File: config.mk
export PLATFORM = sky130hd
export DESIGN_NAME = chacha_keystream_xor_flat
export DESIGN_NICKNAME = d
export VERILOG_FILES = /design/src/rtl/chacha_pkg.sv /design/src/rtl/chacha_keystream_xor_if.sv /design/src/rtl/chacha_ks_buffer.sv /design/src/rtl/chacha_keystream_xor.sv /design/src/flat_wrapper.sv
export SDC_FILE = /design/constraint.sdc
export NUM_CORES = 1
export LEC_CHECK = 0
export ABC_AREA = 0
export CAP_MARGIN = 30
export CORE_MARGIN = 2
export CORE_UTILIZATION = 35
export DETAILED_ROUTE_END_ITERATION = 16
export PLACE_DENSITY = 0.51
export SLEW_MARGIN = 20
export SYNTH_ARGS = -nofsm -noshare
export SYNTH_HDL_FRONTEND = slang
export SYNTH_SLANG_ARGS = --single-unit
File: constraint.sdc
create_clock -name Clk -period 4 [get_ports Clk]
set_input_delay 0.4 -clock Clk [delete_from_list [all_inputs] [get_ports Clk]]
set_output_delay 0.4 -clock Clk [all_outputs]
set_load 0.02 [all_outputs]
File: src/rtl/chacha_pkg.sv
// Shared constants, FSM state type and the tail-word byte-mask helper for the ChaCha keystream XOR stage.
// The mask helper is only referenced when CHACHA_XOR_BYTEMASK_EN is defined.
package chacha_pkg;

    localparam int NUM_BITS      = 32;
    localparam int NUM_WORDS     = 16;
    localparam int BLK_CNT_W_DEF = 16;
    localparam int PTR_W         = $clog2(NUM_WORDS);

    typedef enum logic [2:0] {
        ST_IDLE      = 3'd0,
        ST_WAIT_HI   = 3'd1,
        ST_UNLOAD_HI = 3'd2,
        ST_UNLOAD_LO = 3'd3,
        ST_STREAM    = 3'd4,
        ST_REQ       = 3'd5,
        ST_WAIT_LO   = 3'd6
    } state_t;

    // Count of valid bytes, LSB-first; 0 or anything above a full word means a full word.
    function automatic logic [NUM_BITS-1:0] byte_mask(input logic [2:0] nbytes);
        logic [NUM_BITS-1:0] m;
        int                  n;
        n = ((nbytes == 3'd0) || (int'(nbytes) > NUM_BITS/8)) ? NUM_BITS/8 : int'(nbytes);
        for (int b = 0; b < NUM_BITS/8; b++) begin
            m[b*8 +: 8] = (b < n) ? 8'hFF : 8'h00;
        end
        return m;
    endfunction

endpackage

File: src/rtl/chacha_keystream_xor_if.sv
// Plaintext-in / ciphertext-out valid/ready stream. master = the XOR block, slave = its environment.
// Dado_Bytes exists only when CHACHA_XOR_BYTEMASK_EN is defined.
interface chacha_keystream_xor_if import chacha_pkg::*; ();

    logic [NUM_BITS-1:0] Dado_In;
    logic                Dado_Last;
    logic                Dado_Valid;
    logic                Dado_Ready;
    logic [NUM_BITS-1:0] Dado_Out;
    logic                Out_Last;
    logic                Out_Valid;
    logic                Out_Ready;
`ifdef CHACHA_XOR_BYTEMASK_EN
    logic [2:0]          Dado_Bytes;

    modport master (
        input  Dado_In, Dado_Last, Dado_Valid, Dado_Bytes, Out_Ready,
        output Dado_Ready, Dado_Out, Out_Last, Out_Valid
    );
    modport slave (
        output Dado_In, Dado_Last, Dado_Valid, Dado_Bytes, Out_Ready,
        input  Dado_Ready, Dado_Out, Out_Last, Out_Valid
    );
`else
    modport master (
        input  Dado_In, Dado_Last, Dado_Valid, Out_Ready,
        output Dado_Ready, Dado_Out, Out_Last, Out_Valid
    );
    modport slave (
        output Dado_In, Dado_Last, Dado_Valid, Out_Ready,
        input  Dado_Ready, Dado_Out, Out_Last, Out_Valid
    );
`endif

endinterface

File: src/rtl/chacha_ks_buffer.sv
// One-block keystream register file: single write port, combinational read so the XOR
// can use the word in the same cycle the plaintext is accepted.
module chacha_ks_buffer import chacha_pkg::*; (
    input  logic                Clk,
    input  logic                wr_en,
    input  logic [PTR_W-1:0]    wr_ptr,
    input  logic [NUM_BITS-1:0] wr_data,
    input  logic [PTR_W-1:0]    rd_ptr,
    output logic [NUM_BITS-1:0] rd_data
);

    logic [NUM_BITS-1:0] mem_reg [NUM_WORDS];

    always_ff @(posedge Clk) begin
        if (wr_en) begin
            mem_reg[wr_ptr] <= wr_data;
        end
    end

    assign rd_data = mem_reg[rd_ptr];

endmodule

File: src/rtl/chacha_keystream_xor.sv
// Unloads one ChaCha block into a local buffer, XORs it onto the plaintext stream and requests
// the next block when the buffer runs out or a message ends. Option: CHACHA_XOR_BYTEMASK_EN.
module chacha_keystream_xor import chacha_pkg::*; #(
    parameter int BLK_CNT_W = BLK_CNT_W_DEF
) (
    input  logic                   Clk,
    input  logic                   Reset_n,
    input  logic                   Habilita,
    input  logic                   Pronto,
    input  logic [NUM_BITS-1:0]    Resultado,
    output logic                   Descarrega,
    output logic                   Bloco_Req,
    chacha_keystream_xor_if.master strm,
    output logic [BLK_CNT_W-1:0]   Blocos
);

    localparam logic [PTR_W-1:0] LAST_PTR = PTR_W'(NUM_WORDS - 1);

    state_t                state_reg, state_next;
    logic [PTR_W-1:0]      wr_ptr_reg, wr_ptr_next;
    logic [PTR_W-1:0]      rd_ptr_reg, rd_ptr_next;
    logic [BLK_CNT_W-1:0]  blocos_reg, blocos_next;
    logic [NUM_BITS-1:0]   dout_reg, dout_next;
    logic                  out_last_reg, out_last_next;
    logic                  out_valid_reg, out_valid_next;
    logic                  descarrega_reg, bloco_req_reg;
    logic                  buf_wr_en;
    logic                  dado_ready;
    logic                  accept;
    logic [NUM_BITS-1:0]   ks_word;
    logic [NUM_BITS-1:0]   word_mask;

    chacha_ks_buffer u_buffer (
        .Clk     (Clk),
        .wr_en   (buf_wr_en),
        .wr_ptr  (wr_ptr_reg),
        .wr_data (Resultado),
        .rd_ptr  (rd_ptr_reg),
        .rd_data (ks_word)
    );

    always_comb begin
        state_next  = state_reg;
        wr_ptr_next = wr_ptr_reg;
        rd_ptr_next = rd_ptr_reg;
        blocos_next = blocos_reg;
        buf_wr_en   = 1'b0;
        dado_ready  = (state_reg == ST_STREAM) && Habilita && (!out_valid_reg || strm.Out_Ready);
        accept      = dado_ready && strm.Dado_Valid;

        case (state_reg)
            ST_IDLE: begin
                if (Habilita) state_next = ST_WAIT_HI;
            end
            ST_WAIT_HI: begin
                if (Habilita && Pronto) state_next = ST_UNLOAD_HI;
            end
            // A started strobe/capture pair always finishes; Habilita only gates the next pair.
            ST_UNLOAD_HI: begin
                if (!Pronto) begin
                    wr_ptr_next = '0;
                    state_next  = ST_WAIT_HI;
                end else begin
                    state_next  = ST_UNLOAD_LO;
                end
            end
            ST_UNLOAD_LO: begin
                if (!Pronto) begin
                    wr_ptr_next = '0;
                    state_next  = ST_WAIT_HI;
                end else begin
                    buf_wr_en   = 1'b1;
                    wr_ptr_next = wr_ptr_reg + 1'b1;
                    if (wr_ptr_reg == LAST_PTR) begin
                        blocos_next = blocos_reg + 1'b1;
                        rd_ptr_next = '0;
                        state_next  = ST_STREAM;
                    end else begin
                        state_next  = Habilita ? ST_UNLOAD_HI : ST_WAIT_HI;
                    end
                end
            end
            ST_STREAM: begin
                if (accept) begin
                    rd_ptr_next = rd_ptr_reg + 1'b1;
                    if ((rd_ptr_reg == LAST_PTR) || strm.Dado_Last) state_next = ST_REQ;
                end
            end
            ST_REQ: begin
                wr_ptr_next = '0;
                state_next  = ST_WAIT_LO;
            end
            ST_WAIT_LO: begin
                if (Habilita && !Pronto) state_next = ST_WAIT_HI;
            end
            default: state_next = ST_IDLE;
        endcase
    end

`ifdef CHACHA_XOR_BYTEMASK_EN
    assign word_mask = strm.Dado_Last ? byte_mask(strm.Dado_Bytes) : '1;
`else
    assign word_mask = '1;
`endif

    always_comb begin
        dout_next      = dout_reg;
        out_last_next  = out_last_reg;
        out_valid_next = out_valid_reg;
        if (accept) begin
            dout_next      = (strm.Dado_In ^ ks_word) & word_mask;
            out_last_next  = strm.Dado_Last;
            out_valid_next = 1'b1;
        end else if (strm.Out_Ready) begin
            out_valid_next = 1'b0;
        end
    end

    always_ff @(posedge Clk or negedge Reset_n) begin
        if (!Reset_n) begin
            state_reg      <= ST_IDLE;
            wr_ptr_reg     <= '0;
            rd_ptr_reg     <= '0;
            blocos_reg     <= '0;
            dout_reg       <= '0;
            out_last_reg   <= 1'b0;
            out_valid_reg  <= 1'b0;
            descarrega_reg <= 1'b0;
            bloco_req_reg  <= 1'b0;
        end else begin
            state_reg      <= state_next;
            wr_ptr_reg     <= wr_ptr_next;
            rd_ptr_reg     <= rd_ptr_next;
            blocos_reg     <= blocos_next;
            dout_reg       <= dout_next;
            out_last_reg   <= out_last_next;
            out_valid_reg  <= out_valid_next;
            descarrega_reg <= (state_next == ST_UNLOAD_HI);
            bloco_req_reg  <= (state_next == ST_REQ);
        end
    end

    assign Descarrega      = descarrega_reg;
    assign Bloco_Req       = bloco_req_reg;
    assign Blocos          = blocos_reg;
    assign strm.Dado_Ready = dado_ready;
    assign strm.Dado_Out   = dout_reg;
    assign strm.Out_Last   = out_last_reg;
    assign strm.Out_Valid  = out_valid_reg;

endmodule

File: src/flat_wrapper.sv
// flat-port wrapper written by rule: the top's interface ports become plain ports
module chacha_keystream_xor_flat import chacha_pkg::*;
#(
    parameter int BLK_CNT_W = BLK_CNT_W_DEF
)
  (Clk, Reset_n, Habilita, Pronto, Resultado, Descarrega, Bloco_Req, Blocos, strm_Dado_In, strm_Dado_Last, strm_Dado_Valid, strm_Out_Ready, strm_Dado_Ready, strm_Dado_Out, strm_Out_Last, strm_Out_Valid);
  chacha_keystream_xor_if strm_i ();
  input  logic Clk;
  input  logic Reset_n;
  input  logic Habilita;
  input  logic Pronto;
  input  logic [NUM_BITS-1:0] Resultado;
  output logic Descarrega;
  output logic Bloco_Req;
  output logic [BLK_CNT_W-1:0] Blocos;
  input wire logic [$bits(strm_i.Dado_In)-1:0] strm_Dado_In;
  input wire logic [$bits(strm_i.Dado_Last)-1:0] strm_Dado_Last;
  input wire logic [$bits(strm_i.Dado_Valid)-1:0] strm_Dado_Valid;
  input wire logic [$bits(strm_i.Out_Ready)-1:0] strm_Out_Ready;
  output wire logic [$bits(strm_i.Dado_Ready)-1:0] strm_Dado_Ready;
  output wire logic [$bits(strm_i.Dado_Out)-1:0] strm_Dado_Out;
  output wire logic [$bits(strm_i.Out_Last)-1:0] strm_Out_Last;
  output wire logic [$bits(strm_i.Out_Valid)-1:0] strm_Out_Valid;
  assign strm_i.Dado_In = strm_Dado_In;
  assign strm_i.Dado_Last = strm_Dado_Last;
  assign strm_i.Dado_Valid = strm_Dado_Valid;
  assign strm_i.Out_Ready = strm_Out_Ready;
  assign strm_Dado_Ready = strm_i.Dado_Ready;
  assign strm_Dado_Out = strm_i.Dado_Out;
  assign strm_Out_Last = strm_i.Out_Last;
  assign strm_Out_Valid = strm_i.Out_Valid;
  chacha_keystream_xor #(.BLK_CNT_W(BLK_CNT_W)) u_core (.Clk(Clk), .Reset_n(Reset_n), .Habilita(Habilita), .Pronto(Pronto), .Resultado(Resultado), .Descarrega(Descarrega), .Bloco_Req(Bloco_Req), .strm(strm_i), .Blocos(Blocos));
endmodule
==> flow_summary.yaml, run 1 <==
sta:
  setup-violations-final: 0
  hold_slack_ns: 0.2398
  rsz0062_at_grt: "no"
  finalSetupTns_ns: 0
  max_freq_ghz: 0.3651
  finalHoldViolations: 0
  drv_slew: 0
  period_minus_slack_ns: 2.739
  max_slew_margin_pct: 33.95
  fin_crit_sh_pct: 68.47
  worst_slew_pin_slew_ns: 0.9908
  clock_skew_ns: 0.02372
power:
  ir_drop_mv: 0.3643
  p_leak_nw: 8.522
  p_per_area_nw_per_um2: 473.7
global_route:
  antenna_found_initial: 0
  grt_overflow_total: 0
  grt_pass1_wl_microns: 82100
  grt_max_degree: 74
  grtUsageTotal_pct: 16.72
  grt_pass1_vias: 12168
cts:
  cts_tree: "done"
  clock_sinks: 575
  ctsHtreeMaxLevel: 2
  clk_latency_ns: 0.62
  root_buffer: "clkbuf_16"
  clkSlewWorstSetupHoldPaths_ns: 0.06
  clock_path_buffers: 3
  cts-buffers-inserted: 61
  cts_setup_buffers: 0
finish:
  finalNetCount: 1501
  seqCellArea_sq_um: 16960
  final_util_pct: 42.07
  diodes: 0
  multi_input_area_sq_um: 5294
  synthToLayoutAreaGrowth_pct: 19.51
  fin_area_sq_um: 26970
  largest_reg_flops: 512
  fill_cells: 5653
  drive_above_1_share_pct: 12.39
placement:
  dp_hpwl_microns: 34780
  numPortBuffers: 123
  gp_congestion: 0.7703
  place_area_sq_um: 24950
synthesis:
  synth.distinct_cells: 45
  synth_cells: 1266
  async_reset_ff_share_pct: 10.96
  avgSynthCellArea_sq_um: 17.83
  synthFlopType: "edfxtp_1"
  synth_edf_count: 512
  yosysWarnings: 0
  yosysSeqAreaShare_pct: 75.11
  yosysTopAreaCellShare_pct: 68.13
  synth_top_area_cell: "edfxtp_1"
  syn-num-nets: 1343
  yosys-top-cells-area: "edfxtp_1 (68%), mux2i_1 (9.4%), dfrtp_1 (7.0%), a22oi_1 (3.5%), mux4_2 (2.2%)"
  synth_seq_cells: 575
  synthesis.area_sq_um: 22570
detailed_routing:
  drt_iter0_markers: 846
  wl_per_cell_microns: 23.86
  vias_per_cell: 5.001
  postRouteAntennaNets: 0
  dr.pass1.iters: 5
  totalWireLength_microns: 55640
  vias: 11662
  drc_errors: 0
critical_path:
  start_kind: "flop"
  worst_ep_required_time_ns: 3.60
  path_max_fanout: 12
  end_kind: "output port"
  arrival_ns: 2.34
  setup.worst_path.class: "reg2out"
floorplan:
  fp.dieW_microns: 257.9
  initial_core_util_pct: 35.20
  core_area_sq_um: 64120
  die_area_sq_um: 66530
  fp-row-count: 93
  fp.dieH_microns: 257.9
  num_io_pins: 124
hold_path:
  hp-class: "in2async"
run:
  drv_cap: 0
status:
  outcome: "finished clean"
-- final timing paths --
kind	start	cells past startpoint	slack [ns]	endpoint
min reg2reg	u_core.Blocos[15]$_DFFE_PN0P_	1	0.47	u_core.Blocos[15]$_DFFE_PN0P_
max in group asynchronous	Reset_n	3	3.16	u_core.strm.Dado_Out[27]$_DFFE_PN0P_
min in group Clk	strm_Dado_In[13]	3	0.44	u_core.strm.Dado_Out[13]$_DFFE_PN0P_
max reg2reg	u_core.rd_ptr_reg[2]$_DFFE_PN0P_	6	1.26	u_core.strm.Dado_Out[26]$_DFFE_PN0P_
max	u_core.state_reg[2]$_DFF_PN0_	3	1.26	strm_Dado_Ready
min	Reset_n	2	0.24	u_core.strm.Dado_Out[24]$_DFFE_PN0P_
-- cell type report --
type | instances | area share (%)
Timing Repair Buffer | 164 | 6.012
Sequential cell | 575 | 62.87
Inverter | 5 | 0.06959
Tap cell | 855 | 3.966
Clock buffer | 73 | 5.984
Multi-Input combinational cell | 617 | 19.63
Clock inverter | 43 | 1.471
-- cells in the final DEF (no fill, tap or decap), drive strengths merged, types with 12 or more instances in the layout --
master,count
xnor2,12
nand3,19
nand4,23
a22oi,106
mux2i,213
clkdlybuf4s50,122
nand2,56
mux4,22
xor2,37
nor2,21
edfxtp,512
buf,41
o21ai,41
dfrtp,63
clkbuf,73
clkinv,33
-- worst max-delay path, stage by stage, from the launching register on --
cell and delay [ns]:
dfrtp_1 0.54, nor2b_1 0.31, and3_1 0.25, clkdlybuf4s50_1 0.62
-- per-stage QoR --
stage | instances | setup slack (ns) | power (mW)
detailed placement | 2215 | 0.8895 | 7.237
floorplan | 1266 | 0.3357 | 6.947
global route | 2332 | 1.104 | 13.19
CTS | 2332 | 1.220 | 12.94
global placement | 2214 | 0.9501 | 7.222
finish | 2332 | 1.261 | 12.78
-- kinds of logic after synthesis --
| kind of cell | share of synthesized area, % |
|---|---|
| AO/OA/AOI/OAI | 5.311 |
| XOR/XNOR | 1.902 |
| adder cells (fa/ha/maj) | 0.3326 |
| buffers and inverters | 2.001 |
| flip-flops | 75.11 |
| multiplexers | 11.69 |
| AND/OR/NAND/NOR | 3.648 |
-- synth_stat cells, types with 2 or more instances --
cell type and instances:
inv_1 4, o22ai_1 2, buf_6 10, nor2_1 21, nor3b_2 3, a21o_1 2, buf_4 12, a31oi_1 2
o21ai_0 8, mux4_2 22, xor2_1 37, dfrtp_1 63, buf_2 27, nor2b_1 6, ha_1 6, a21oi_1 4
nand2b_1 4, nand3_1 9, nand2_1 56, nand3_2 10, and3_1 9, mux2i_1 213, edfxtp_1 512, o21ai_1 33
nor3_1 4, and3b_1 3, o22a_1 11, a22oi_1 106, nand4_1 23, clkbuf_1 18, xnor2_1 12
-- routing by layer --
metal	part of all wire [%]	GRT usage, %	wire (microns)
met1	42	21.40	23560
met2	52	29.78	29030
met3	3.4	2.258	1883
met4	2.1	4.544	1169
met5	0	0	0
-- power by group --
part / total [mW] / internal, mW / switching, mW
Sequential: 6.67 / 6.63 / 0.0386
Combinational: 0.425 / 0.147 / 0.278
Clock: 5.68 / 3.37 / 2.31
Total: 12.8 / 10.2 / 2.63
-- timing repair --
action                    CTS  global route
gates resized for setup     0             0
hold buffers                1             0
hold endpoints to repair   19             0
(Power assumes the default switching activity.)
==> run 2: changes to the inputs <==
==> constraint.sdc (replaced) <==
create_clock -name Clk -period 2.6 [get_ports Clk]
set_input_delay 0.26 -clock Clk [delete_from_list [all_inputs] [get_ports Clk]]
set_output_delay 0.26 -clock Clk [all_outputs]
set_load 0.02 [all_outputs]
==> run 2 against run 1 <==
Core utilization is 1.2 points higher; clock-buffer cell count is 26 higher; setup slack worse by 1.1 ns; combinational power is 61% higher; largest cell class unchanged; largest power group unchanged.
==> flow_summary.yaml, run 2 (same netlist as run 1, synthesis figures left out) <==
detailed_routing:
  wl_per_cell_microns: 22.51
  dr.pass1.iters: 4
  drc_errors: 0
  drt_iter0_markers: 730
  postRouteAntennaNets: 0
  vias_per_cell: 4.929
  vias: 11701
  totalWireLength_microns: 53430
critical_path:
  start_kind: "flop"
  cp_num_buf_inv: 2
  arrival_ns: 2.20
  worst_ep_required_time_ns: 2.34
  path_cells: "buf_4 -> nor2b_2 -> and3_1 -> clkdlybuf4s50_1"
  reg2reg_slack_ns: 0.47
  r2r_end: "u_core.strm.Dado_Out[0]$_DFFE_PN0P_"
  max_stage_delay_ns: 0.61
  setup.worst_path.class: "reg2out"
  ff2ff_path_depth: 6
  cpMaxStageDelayCell: "clkdlybuf4s50_1"
  end_kind: "output port"
  path_max_fanout: 13
  critPathTopFamily: "buffers and inverters"
  reg2reg_from: "u_core.rd_ptr_reg[0]$_DFFE_PN0P_"
finish:
  finalNetCount: 1541
  diodes: 0
  synthToLayoutAreaGrowth_pct: 22.82
  drive_above_1_share_pct: 15.01
  final_util_pct: 43.23
  final_cells: 2374
  layout_common_cells: "edfxtp_1 (512), mux2i_1 (213), clkdlybuf4s50_1 (122), a22oi_1 (106), clkbuf_16 (68)"
  layout_commonest_cell: "edfxtp_1"
  largest_reg_flops: 512
floorplan:
  num_io_pins: 124
  core_area_sq_um: 64120
  fp-row-count: 93
  fp.dieH_microns: 257.9
  die_area_sq_um: 66530
  fp.dieW_microns: 257.9
  initial_core_util_pct: 35.20
global_route:
  grt_overflow_total: 0
  grt_max_degree: 74
  grt_pass1_vias: 12365
  grt_pass1_wl_microns: 79870
  antenna_found_initial: 1
  grtUsageTotal_pct: 16.20
cts:
  cts-buffers-inserted: 67
  clock_sinks: 575
  root_buffer: "clkbuf_16"
  clock_path_buffers: 3
  ctsHtreeMaxLevel: 3
  cts_tree: "done"
  clkSlewWorstSetupHoldPaths_ns: 0.05
  clk_latency_ns: 0.60
sta:
  fin_crit_sh_pct: 94.60
  worst_slew_pin_slew_ns: 0.6520
  fin_ws_ns: 0.1404
  hold_slack_ns: 0.2147
  setup-violations-final: 0
  period_minus_slack_ns: 2.460
  finalHoldViolations: 0
  clock_skew_ns: 0.01395
  max_freq_ghz: 0.4066
  rsz0062_at_grt: "no"
  max_slew_margin_pct: 56.40
  finalSetupTns_ns: 0
  drv_slew: 0
placement:
  dp_slack_ns: 0.2613
  numPortBuffers: 123
  dp_hpwl_microns: 32170
  gp_congestion: 0.7167
  dp.cells: 2249
run:
  drv_cap: 0
power:
  p_leak_nw: 8.819
  ir_drop_mv: 0.4918
  p_per_area_nw_per_um2: 727.7
status:
  outcome: "finished clean"
hold_path:
  hp-class: "in2async"
==> run 2: changes by cell type in the layout (fill, tap and decap cells not counted), sizes merged <==
cell,delta
buf,+34
clkbuf,+26
clkinv,-20
inv,+5
bufinv,-3
==> run 2: timing repair <==
action	4_1_cts	5_1_grt
resized for setup	1	1
setup buffers	0	0
setup endpoints to repair	1	1
hold buffers	1	0
hold endpoints to repair	36	0
==> run 2: area by class of cell <==
type                            count  area [sq um]
Clock buffer                       99          1888
Clock inverter                     25         280.3
Fill cell                        5628         36400
Inverter                            5         18.77
Multi-Input combinational cell    617          5321
Sequential cell                   575         16960
Tap cell                          855          1070
Timing Repair Buffer              198          2182
==> run 2: per-layer routing <==
metal	wire, microns	vias up	share of wire [%]	GRT usage [%]
li1	-	5424	-	-
met1	23830	5985	45	21.52
met2	26560	228	50	27.30
met3	2054	62	3.8	2.768
met4	977	2	1.8	4.817
met5	10	-	0.019	0
==> run 2: how the worst max path moves through the flow <==
stage	start	to	slack (ns)	cells after the start
5_1_grt	u_core.state_reg[1]$_DFF_PN0_	strm_Dado_Ready	0.03	4
6_report	u_core.state_reg[1]$_DFF_PN0_	strm_Dado_Ready	0.14	4
3_5_place_dp	Pronto	u_core.u_buffer.mem_reg[1][30]$_DFFE_PP_	0.26	5
4_1_cts	u_core.state_reg[2]$_DFF_PN0_	strm_Dado_Ready	0.02	3
3_3_place_gp	Pronto	u_core.u_buffer.mem_reg[1][9]$_DFFE_PP_	0.27	5
2_1_floorplan	u_core.state_reg[0]$_DFF_PN0_	u_core.u_buffer.mem_reg[12][0]$_DFFE_PP_	-0.13	5
==> run 2: metrics by stage <==
stage                     area (sq um)  power (mW)
after global placement           25540       11.14
after CTS                        27720       20.47
after detailed placement         25540       11.15
final                            27720       20.17
after floorplan                  22600       10.69
after global routing             27720       20.85
==> run 2: where the power goes <==
group          switching, mW  internal, mW  leakage, nW
combinational          0.425         0.259         2.29
sequential            0.0544          10.2         5.47
clock                   3.67          5.56         1.06
total                   4.15          16.0         8.82
